<file path="config.mk">
export PLATFORM = sky130hd
export DESIGN_NAME = imem_loader
export DESIGN_NICKNAME = d
export VERILOG_FILES = /design/src/rtl/imem_loader_pkg.sv /design/src/rtl/imem_word_packer.sv /design/src/rtl/imem_loader.sv
export SDC_FILE = /design/constraint.sdc
export NUM_CORES = 1
export LEC_CHECK = 0
export CAP_MARGIN = 20
export CORE_MARGIN = 1.5
export CORE_UTILIZATION = 57
export DETAILED_ROUTE_END_ITERATION = 16
export PLACE_DENSITY_LB_ADDON = 0.25
export RECOVER_POWER = 50
export SKIP_CTS_REPAIR_TIMING = 1
export SYNTH_ARGS = -nofsm -noshare
export SYNTH_HDL_FRONTEND = slang
export SYNTH_SLANG_ARGS = --single-unit
</file>
<file path="constraint.sdc">
create_clock -name clk -period 5.7 [get_ports clk]
set_input_delay 0.57 -clock clk [delete_from_list [all_inputs] [get_ports clk]]
set_output_delay 0.57 -clock clk [all_outputs]
set_load 0.1 [all_outputs]
</file>
<file path="src/rtl/imem_loader_pkg.sv">
// Shared definitions for the instruction-memory loader.
//   WORD_W        instruction word width used by the core
//   MAGIC_DEFAULT default frame start byte
//   state_e       loader FSM state encoding
package imem_loader_pkg;

  localparam int unsigned WORD_W = 32;
  localparam logic [7:0] MAGIC_DEFAULT = 8'hA5;

  typedef enum logic [2:0] {
    StIdle,
    StLen0,
    StLen1,
    StData,
    StCsum,
    StDone,
    StErr
  } state_e;

endpackage

</file>
<file path="src/rtl/imem_word_packer.sv">
// Assembles accepted bytes into little-endian 32-bit words.
//   clk, reset   clock, asynchronous active-high reset
//   clear        drop any partially assembled word
//   byte_valid   byte_data is accepted this cycle
//   byte_data    incoming byte
//   at_last      the next accepted byte completes a word
//   word         last completed word {b3,b2,b1,b0}; holds until the next one
//   word_valid   one-cycle pulse, the cycle after the completing byte
module imem_word_packer
  import imem_loader_pkg::*;
(
  input  logic              clk,
  input  logic              reset,
  input  logic              clear,
  input  logic              byte_valid,
  input  logic [7:0]        byte_data,
  output logic              at_last,
  output logic [WORD_W-1:0] word,
  output logic              word_valid
);

  logic [1:0]        cnt_q;
  logic [WORD_W-9:0] shreg_q;  // first three bytes, newest at the top
  logic [WORD_W-1:0] word_q;
  logic              word_valid_q;

  assign at_last    = (cnt_q == 2'd3);
  assign word       = word_q;
  assign word_valid = word_valid_q;

  always_ff @(posedge clk or posedge reset) begin
    if (reset) begin
      cnt_q        <= '0;
      shreg_q      <= '0;
      word_q       <= '0;
      word_valid_q <= 1'b0;
    end else begin
      word_valid_q <= byte_valid && at_last;
      if (clear) begin
        cnt_q   <= '0;
        shreg_q <= '0;
      end else if (byte_valid) begin
        cnt_q <= cnt_q + 2'd1;
        if (at_last) begin
          word_q <= {byte_data, shreg_q};
        end else begin
          shreg_q <= {byte_data, shreg_q[WORD_W-9:8]};
        end
      end
    end
  end

endmodule

</file>
<file path="src/rtl/imem_loader.sv">
// Loads a framed byte stream into instruction memory and holds the core in
// reset until a frame with a good checksum has been written.
// Frame: MAGIC, LEN_LO, LEN_HI, 4*LEN payload bytes, CSUM (xor of payload).
//   clk, reset   clock, asynchronous active-high reset
//   in_valid     byte stream valid
//   in_data      byte stream data
//   in_ready     always 1; a byte is taken on every in_valid cycle
//   mem_we       one-cycle write strobe, one cycle after the word's last byte
//   mem_addr     word address of the write; holds after mem_we drops
//   mem_wdata    assembled word
//   cpu_hold     core held in reset unless the last frame loaded cleanly
//   done         last frame loaded with a good checksum
//   error        last frame failed its length or checksum check
module imem_loader
  import imem_loader_pkg::*;
#(
  parameter int unsigned ADDR_W = 8,
  parameter int unsigned DEPTH  = 256,
  parameter logic [7:0]  MAGIC  = MAGIC_DEFAULT
) (
  input  logic              clk,
  input  logic              reset,
  input  logic              in_valid,
  input  logic [7:0]        in_data,
  output logic              in_ready,
  output logic              mem_we,
  output logic [ADDR_W-1:0] mem_addr,
  output logic [WORD_W-1:0] mem_wdata,
  output logic              cpu_hold,
  output logic              done,
  output logic              error
);

  state_e            state_q, state_d;
  logic [15:0]       len_q, len_d;
  logic [15:0]       widx_q, widx_d;
  logic [7:0]        acc_q, acc_d;
  logic [ADDR_W-1:0] addr_q, addr_d;

  logic        pk_clear;
  logic        pk_valid;
  logic        pk_last;
  logic [15:0] len_full;

  assign in_ready = 1'b1;
  assign mem_addr = addr_q;
  assign done     = (state_q == StDone);
  assign error    = (state_q == StErr);
  assign cpu_hold = (state_q != StDone);
  assign len_full = {in_data, len_q[7:0]};

  imem_word_packer u_packer (
    .clk        (clk),
    .reset      (reset),
    .clear      (pk_clear),
    .byte_valid (pk_valid),
    .byte_data  (in_data),
    .at_last    (pk_last),
    .word       (mem_wdata),
    .word_valid (mem_we)
  );

  always_comb begin
    state_d  = state_q;
    len_d    = len_q;
    widx_d   = widx_q;
    acc_d    = acc_q;
    addr_d   = addr_q;
    pk_clear = 1'b0;
    pk_valid = 1'b0;
    if (in_valid) begin
      unique case (state_q)
        StIdle, StDone, StErr: begin
          if (in_data == MAGIC) begin
            state_d  = StLen0;
            widx_d   = '0;
            acc_d    = '0;
            pk_clear = 1'b1;
          end
        end
        StLen0: begin
          len_d[7:0] = in_data;
          state_d    = StLen1;
        end
        StLen1: begin
          len_d[15:8] = in_data;
          if (32'(len_full) > DEPTH) begin
            state_d = StErr;
          end else if (len_full == 16'd0) begin
            state_d = StCsum;
          end else begin
            state_d = StData;
          end
        end
        StData: begin
          pk_valid = 1'b1;
          acc_d    = acc_q ^ in_data;
          if (pk_last) begin
            // Address lines up with the packer's word_valid on the next cycle.
            addr_d = widx_q[ADDR_W-1:0];
            widx_d = widx_q + 16'd1;
            if (widx_q == len_q - 16'd1) begin
              state_d = StCsum;
            end
          end
        end
        StCsum: begin
          state_d = (in_data == acc_q) ? StDone : StErr;
        end
        default: state_d = StIdle;
      endcase
    end
  end

  always_ff @(posedge clk or posedge reset) begin
    if (reset) begin
      state_q <= StIdle;
      len_q   <= '0;
      widx_q  <= '0;
      acc_q   <= '0;
      addr_q  <= '0;
    end else begin
      state_q <= state_d;
      len_q   <= len_d;
      widx_q  <= widx_d;
      acc_q   <= acc_d;
      addr_q  <= addr_d;
    end
  end

endmodule

</file>
[Word-level counts from Yosys, hierarchy flattened]
Index checks and enable logic that the tools add are counted.
Storage, ports and cells
  flip-flop bits (word level): 110
  bits of input ports: 11
  output and inout port bits: 45
Operators by class
  add/sub/neg operators: 3
  order comparisons: 1
  eq/ne operators: 15
  muxes and demuxes: 22
  bitwise logic cells: 2
  reductions and logical operators: 14
Operator list (number)
  24-bit two-way mux: 3
  16-bit two-way mux: 2
  16-bit case mux with 2 select lines: 1
  16-bit by 1-bit adder with 16-bit output (second input constant): 1
  16-bit equality test: 1
  16-bit by 9-bit greater-than comparator with 1-bit output (second input constant): 1
  16-bit zero test: 1
  8-bit case mux with 2 select lines: 1
  16-bit by 1-bit subtractor with 16-bit output (second input constant): 1
  3-bit two-way mux: 5
  3-bit case mux with 5 select lines: 1
  3-bit equality test (second input constant): 3
  3-bit AND reduction: 3
  8-bit equality test: 1
  8-bit equality test (second input constant): 1
  8-bit two-way mux: 1
  4-bit AND reduction: 2
  8-bit XOR: 1
  3-bit by 2-bit equality test with 1-bit output (second input constant): 2
  2-bit two-way mux: 3
  2-bit != test (second input constant): 3
  2-bit AND reduction: 3
  1-bit two-way mux: 5
  2-bit nonzero test: 2
  other kinds (9): 9

[Logic depth before layout (Yosys ltp)]
Gate-level depths: netlist of run 1.
  depth in word-level cells: 6
  gate-level depth with buffers: 10
  mapped depth without buffers: 9

[Modules after synthesis]
A second synthesis of run 1 with hierarchy kept.
Unflattened totals
  cell total of the unflattened synthesis: 518
  area, all modules: 5574.1 µm²
Modules (own cells, without submodules)
  imem_loader: times used 1, cells each 331, area each 3108.0 µm², seq. area each 1276.2 µm²
  imem_word_packer: times used 1, cells each 187, area each 2466.1 µm², seq. area each 1476.4 µm²

[Least setup slack after synthesis of run 1]
No wires, ideal clock.
  path kind: register to output
  from: register state_q[2]
  to: output done
  data arrival time: 2.199 ns
  path slack: 2.931 ns
  cell stages (with the launch flop): 6
  buffers on the path: 1
  path through: dfrtp_1 buf_2 inv_1 nor2_1 nand2_1 inv_1
Between the ends
  longest elaborated chain between the ends: 1
Ends and longest elaborated chain
  from (decl): line imem_loader.sv:34  | state_e state_q, state_d;
  from (signal assigned): line imem_loader.sv:117  | state_q <= StIdle;
  from (signal assigned): line imem_loader.sv:123  | state_q <= state_d;
  3-bit equality test: line imem_loader.sv:47  | assign done = (state_q == StDone);
  to (decl): line imem_loader.sv:30  | output logic done,
Every way passes these cells.

==> metrics.yaml, run 1 <==
num_io_pins: 56
tns_ns: 0
grt_pass1_vias: 3942
yosysMostFrequentCell: "dfrtp_1"
peakVddDrop_uv: 420
ys.flop_type: "dfrtp_1"
cp.required_ns: 5.95
cp-start-kind: "primary input"
clock.fmax_mhz: 294
drtAntennaViolNets: 0
dieHeight_um: 99.6
yosysTopAreaCell: "dfrtp_1"
firstDrtPassIters: 4
numCtsBuffers: 9
synth_common_cells: "110 x dfrtp_1, 77 x nand2_1, 55 x mux2_2"
avgSynthCellArea_sq_um: 10.3
async_flop_share: 1.00
portBuffers: 54
ys_types: 52
yosysTopAreaCellShare: 0.518
synthCells: 515
ys_seq_elements: 110
wirelength_um: 11600
violations: "max-capacitance violations, max-slew violations"
clock_path_buffers: 2
setup_viol: 0
place_inst: 654
grt_first_pass_wirelength_um: 19500
slew_violations: 97
clkSlewWorstSetupHoldPaths_ns: 0.12
ys_top_cells_by_area: "dfrtp_1 52%, mux2_2 12%, nand2_1 5.4%"
critPathKind: "primary input to asynchronous set/reset pin"
cp-end-kind: "asynchronous set/reset pin"
grt_usage: 0.250
power_per_cell_area_nw_per_um2: 605
cap_violations: 2
period_minus_slack_ns: 3.41
dieArea_sq_um: 9920
final_hold_viol_count: 0
synth_seq_area_share: 0.518
die_x_um: 99.6
status: "finished, violations left"
hpwl_um: 8220
instances_no_fill: 670
fin_nets: 569
first_iter_violations: 122
design.core.area_sq_um: 9150
htree_levels: 3
drive_gt1_frac: 0.148
p_leak_uw: 0.00267
fin_crit_sh: 0.598
whs_ns: 0.515
vias: 3965
tightest_slew_ns: 2.16
route.detailed.drc: 0
wl_per_cell_um: 17.3
insertion_delay_ns: 0.37
cts.sinks: 110
fin_ws_ns: 2.29
place_congestion: 0.877
overflow: 0
antenna_found_initial: 0
rows: 35
critical_path_arrival_ns: 3.66
vias_per_cell: 5.92
synth_edf_count: 0
grt_max_degree: 61
syn2layout_area_growth_pct: 15.0
pre_cts_ws_ns: 2.23
initial_utilization: 0.581
cp_max_fo: 60
hp-class: "register to register"
cts_tree: "done"
syn_area_sq_um: 5320
ys_warn_count: 0
relSlewSlack: -0.446
rsz0062_at_grt: "no"
finClkSkew_ns: 0.0186
synth_nets: 530
fill_cells: 702
cts_root_buf: "clkbuf_8"
num_antenna_cells: 0
[routing by layer]
metal	routed length, um	part of all wire	global-route usage
met1	5000	0.43	0.333
met2	5800	0.50	0.416
met3	568	0.049	0.0513
met4	239	0.021	0.0758
met5	0	0	0
[logic make-up (layout without fill, tap and decap cells)]
family / after synthesis / in the layout / synth area share
AOI/OAI and AO/OA: 91 / 91 / 0.104
xor gates and xnor gates: 31 / 31 / 0.0511
adders and majority gates: 4 / 4 / 0.00941
buffers and inverters: 43 / 87 / 0.0322
DFF: 110 / 110 / 0.518
muxes: 57 / 57 / 0.120
other: 1 / 1 / 0.000705
and+or+nand+nor: 178 / 178 / 0.164
[placed cells by master, fill, tap and decap left out, types with 3 or more instances in the layout]
master             n
xor2_1            17
nor3_1             8
nand2_1           77
o21a_1             3
a21oi_1           31
nor2_1            34
and3_1             3
o31ai_1            3
inv_1             13
nand4_1            5
inv_8              3
nor4_1             3
o22ai_1            3
xnor2_1           14
or3_1              8
clkdlybuf4s50_1   47
o2111ai_1          3
clkbuf_8           9
and2_1             3
dlygate4sd3_1      7
o21ai_0           33
nand3_1            9
ha_1               4
nand2b_1          11
dfrtp_1          110
o211ai_1           3
mux2_2            55
[flip-flops by register name (all words and copies together) (netlist names)]
register and flops:
acc_q 8, len_q 16, mem_addr 8, state_q 3, u_packer.cnt_q 2, u_packer.shreg_q 24, u_packer.word 32, u_packer.word_valid 1
widx_q 16
[final timing paths]
check | slack [ns] | cells after the start | endpoint | startpoint
min reg2reg | 0.52 | 1 | mem_addr[7]$_DFFE_PP0P_ | mem_addr[7]$_DFFE_PP0P_
min in group asynchronous | 1.21 | 2 | u_packer.word[0]$_DFFE_PP0P_ | reset
max reg2reg | 2.60 | 4 | u_packer.word[9]$_DFFE_PP0P_ | state_q[0]$_DFFE_PP0P_
max in group clk | 2.49 | 5 | done | state_q[2]$_DFFE_PP0P_
max | 2.29 | 3 | state_q[2]$_DFFE_PP0P_ | reset
min | 0.52 | 1 | mem_addr[7]$_DFFE_PP0P_ | mem_addr[7]$_DFFE_PP0P_
[where the power goes]
part	switching, uW	internal (uW)
clock network	313	187
registers	234	1050
logic	1340	576
[stage by stage]
| stage | power, uW | area (sq um) | utilization |
|---|---|---|---|
| final | 3700 | 6120 | 0.668 |
| after floorplan | 2760 | 5320 | - |
| after CTS | 3720 | 6130 | 0.670 |
| after global placement | 3160 | 5910 | 0.645 |
| after detailed placement | 3220 | 5910 | 0.645 |
| after global routing | 3890 | 6120 | 0.668 |
[area by class of cell]
type | instances | area (sq um) | share of cell area
timing repair buffer | 57 | 561 | 0.0916
tap | 111 | 139 | 0.0227
clock inverter | 7 | 98.8 | 0.0162
multi-input combinational | 362 | 2390 | 0.390
clock buffer | 9 | 124 | 0.0202
sequential | 110 | 2750 | 0.450
inverter | 14 | 53.8 | 0.00880
[critical path, stage by stage]
cell and delay (ns):
dlygate4sd3_1 0.54, clkinvlp_2 1.24, clkbuf_2 1.26
No activity file was read; power rests on OpenSTA's default activity.
==> run 2, diff against run 1 <==
clock period = 3.51 ns   (was 5.7 ns; I/O delays follow)
==> metrics.yaml, run 2 (same netlist as run 1, synthesis figures left out) <==
status: "finished, violations left"
violations: "max-capacitance violations, max-slew violations"
hp-class: "register to register"
tns_ns: 0  # unchanged
period_minus_slack_ns: 2.78
portBuffers: 54  # unchanged
placed_area_sq_um: 5980  # +1.3%
layout_commonest_cell: "dfrtp_1"
clock.fmax_mhz: 359
critPathSlowestCell: "or4b_1"
rr_endpoint: "state_q[1]$_DFFE_PP0P_"
drtAntennaViolNets: 0  # unchanged
cp-start-kind: "register"
mostFrequentLayoutCells: "110 x dfrtp_1, 77 x nand2_1, 55 x mux2_2"
vias: 3912  # -1.3%
critPathBufInv: 1  # -2
place_congestion: 0.860  # -1.9%
cap_violations: 1  # -1
critPathKind: "register to register"
cp_max_fo: 7  # -88%
num_io_pins: 56  # unchanged
numCtsBuffers: 9  # unchanged
regArea_sq_um: 2750  # unchanged
largest_reg_flops: 32  # unchanged
fin_nets: 577  # +1.4%
p_clk_frac: 0.130  # -0.005
combinationalPowerShare: 0.522  # +0.005
hold_end: "mem_addr[3]$_DFFE_PP0P_"
antenna_found_initial: 0  # unchanged
overflow: 0  # unchanged
first_iter_violations: 238  # +95%
cp.required_ns: 3.77  # -2.18 ns
design.core.area_sq_um: 9150  # unchanged
cts.sinks: 110  # unchanged
wl_per_cell_um: 16.4  # -5.5%
vias_per_cell: 5.77  # -2.5%
cts_tree: "done"
dieHeight_um: 99.6  # unchanged
p_sw_uw: 2950  # +56%
route.detailed.drc: 0  # unchanged
firstDrtPassIters: 4  # unchanged
syn2layout_area_growth_pct: 16.0
num_antenna_cells: 0  # unchanged
slew_violations: 59  # -39%
grt_max_degree: 60  # -1.6%
crit_path_max_incr_delay_ns: 0.60  # -0.66 ns
hpwl_um: 7850  # -4.5%
setup_viol: 0  # unchanged
ff2ff_setup_slack_ns: 0.73  # -1.87 ns
wirelength_um: 11100  # -4.3%
drive_gt1_frac: 0.159  # +0.0103
fin_crit_sh: 0.793
grt_first_pass_wirelength_um: 18900  # -2.9%
r2r-start: "len_q[0]$_DFFE_PP0P_"
grt_usage: 0.245  # -0.00551
peakVddDrop_uv: 874  # +110%
grt_pass1_vias: 3811  # -3.3%
tightest_slew_ns: 2.20  # +0.0417 ns
fill_cells: 713  # +1.6%
initial_utilization: 0.581  # unchanged
power_per_cell_area_nw_per_um2: 963  # +59%
critical_path_arrival_ns: 3.04  # -0.62 ns
p_seq_frac: 0.349  # about the same
clock_path_buffers: 2  # unchanged
insertion_delay_ns: 0.38  # about the same
path_cells: "inv_1, ha_1, or4b_1, o21a_1, nor4_2, nor3_1, a2111oi_1, and4_4, o211ai_1"
hold_path_depth: 2  # +1
cts_root_buf: "clkbuf_8"
final_area_sq_um: 6170  # +0.82%
intPower_uw: 2990  # +65%
relSlewSlack: -0.468  # -0.0215
path_delay_family: "simple AND/OR/NAND/NOR gates"
final_hold_viol_count: 0  # unchanged
p_leak_uw: 0.00270  # +1.1%
die_x_um: 99.6  # unchanged
rsz0062_at_grt: "no"
htree_levels: 3  # unchanged
holdCritStartpoint: "mem_addr[3]$_DFFE_PP0P_"
reg2regPathDepth: 9  # +5
p_sw_frac: 0.496  # -0.0134
finClkSkew_ns: 0.00968  # -0.00890 ns
rows: 35  # unchanged
multi_input_comb_area_sq_um: 2380  # -0.16%
cp-end-kind: "register"
clkSlewWorstSetupHoldPaths_ns: 0.10  # -0.02 ns
dieArea_sq_um: 9920  # unchanged
[run 2: cell count changes in the layout (fill, tap and decap cells not counted), moves of 2 or more]
cell and delta:
inv_12 -2, buf_12 +2, clkdlybuf4s50_1 +3, dlygate4sd3_1 -6, buf_4 +10, clkbuf_1 +2, clkinv_8 -2, inv_8 -2
and2_1 -2, and2_0 +2
[run 2: worst max path at each step]
stage,cells past startpoint,to,slack [ns],startpoint
floorplan,1,acc_q[0]$_DFFE_PP0P_,0.26,reset
global placement,8,widx_q[13]$_DFFE_PP0P_,0.69,in_data[1]
detailed placement,8,widx_q[13]$_DFFE_PP0P_,0.62,in_data[1]
CTS,9,state_q[1]$_DFFE_PP0P_,0.70,len_q[0]$_DFFE_PP0P_
global route,9,state_q[1]$_DFFE_PP0P_,0.51,len_q[1]$_DFFE_PP0P_
finish,9,state_q[1]$_DFFE_PP0P_,0.73,len_q[0]$_DFFE_PP0P_
[run 2: final cells by class]
cell class	count	share of cell area
Clock inverter	5	0.0108
Multi-Input combinational cell	362	0.387
Inverter	14	0.00852
Timing Repair Buffer	65	0.104
Clock buffer	11	0.0213
Sequential cell	110	0.446
Tap cell	111	0.0225
[run 2: through the flow]
step,power [uW],worst slack (ns),util,cells,hold WS (ns)
6_report,5940,0.726,0.674,678,0.486
5_1_grt,6270,0.509,0.674,678,0.532
4_1_cts,5970,0.700,0.675,678,0.472
3_5_place_dp,5200,0.620,0.654,662,0.470
3_3_place_gp,5130,0.694,0.654,662,0.469
2_1_floorplan,4480,0.257,-,515,0.470
[run 2: tightest hold or removal path: cells and delay by family, from the launching register on]
kind             cells  cell delay, ns
flip-flops           1            0.35
AND/OR/NAND/NOR      1            0.05
AO/OA/AOI/OAI        1            0.06
[run 2: metal layers]
layer	up-vias	share of wire	global-route usage
met5	-	0	0
met4	0	0.021	0.0758
met3	18	0.034	0.0499
met2	79	0.48	0.389
met1	1942	0.47	0.341
li1	1873	-	-
[run 2: power by group through the flow]
stage	sequential (uW)	combinational, uW	clock, uW
floorplan	3410	1070	0
global placement	2070	3060	0
detailed placement	2100	3100	0
CTS	2070	3110	784
global route	2150	3290	836
finish	2070	3100	770
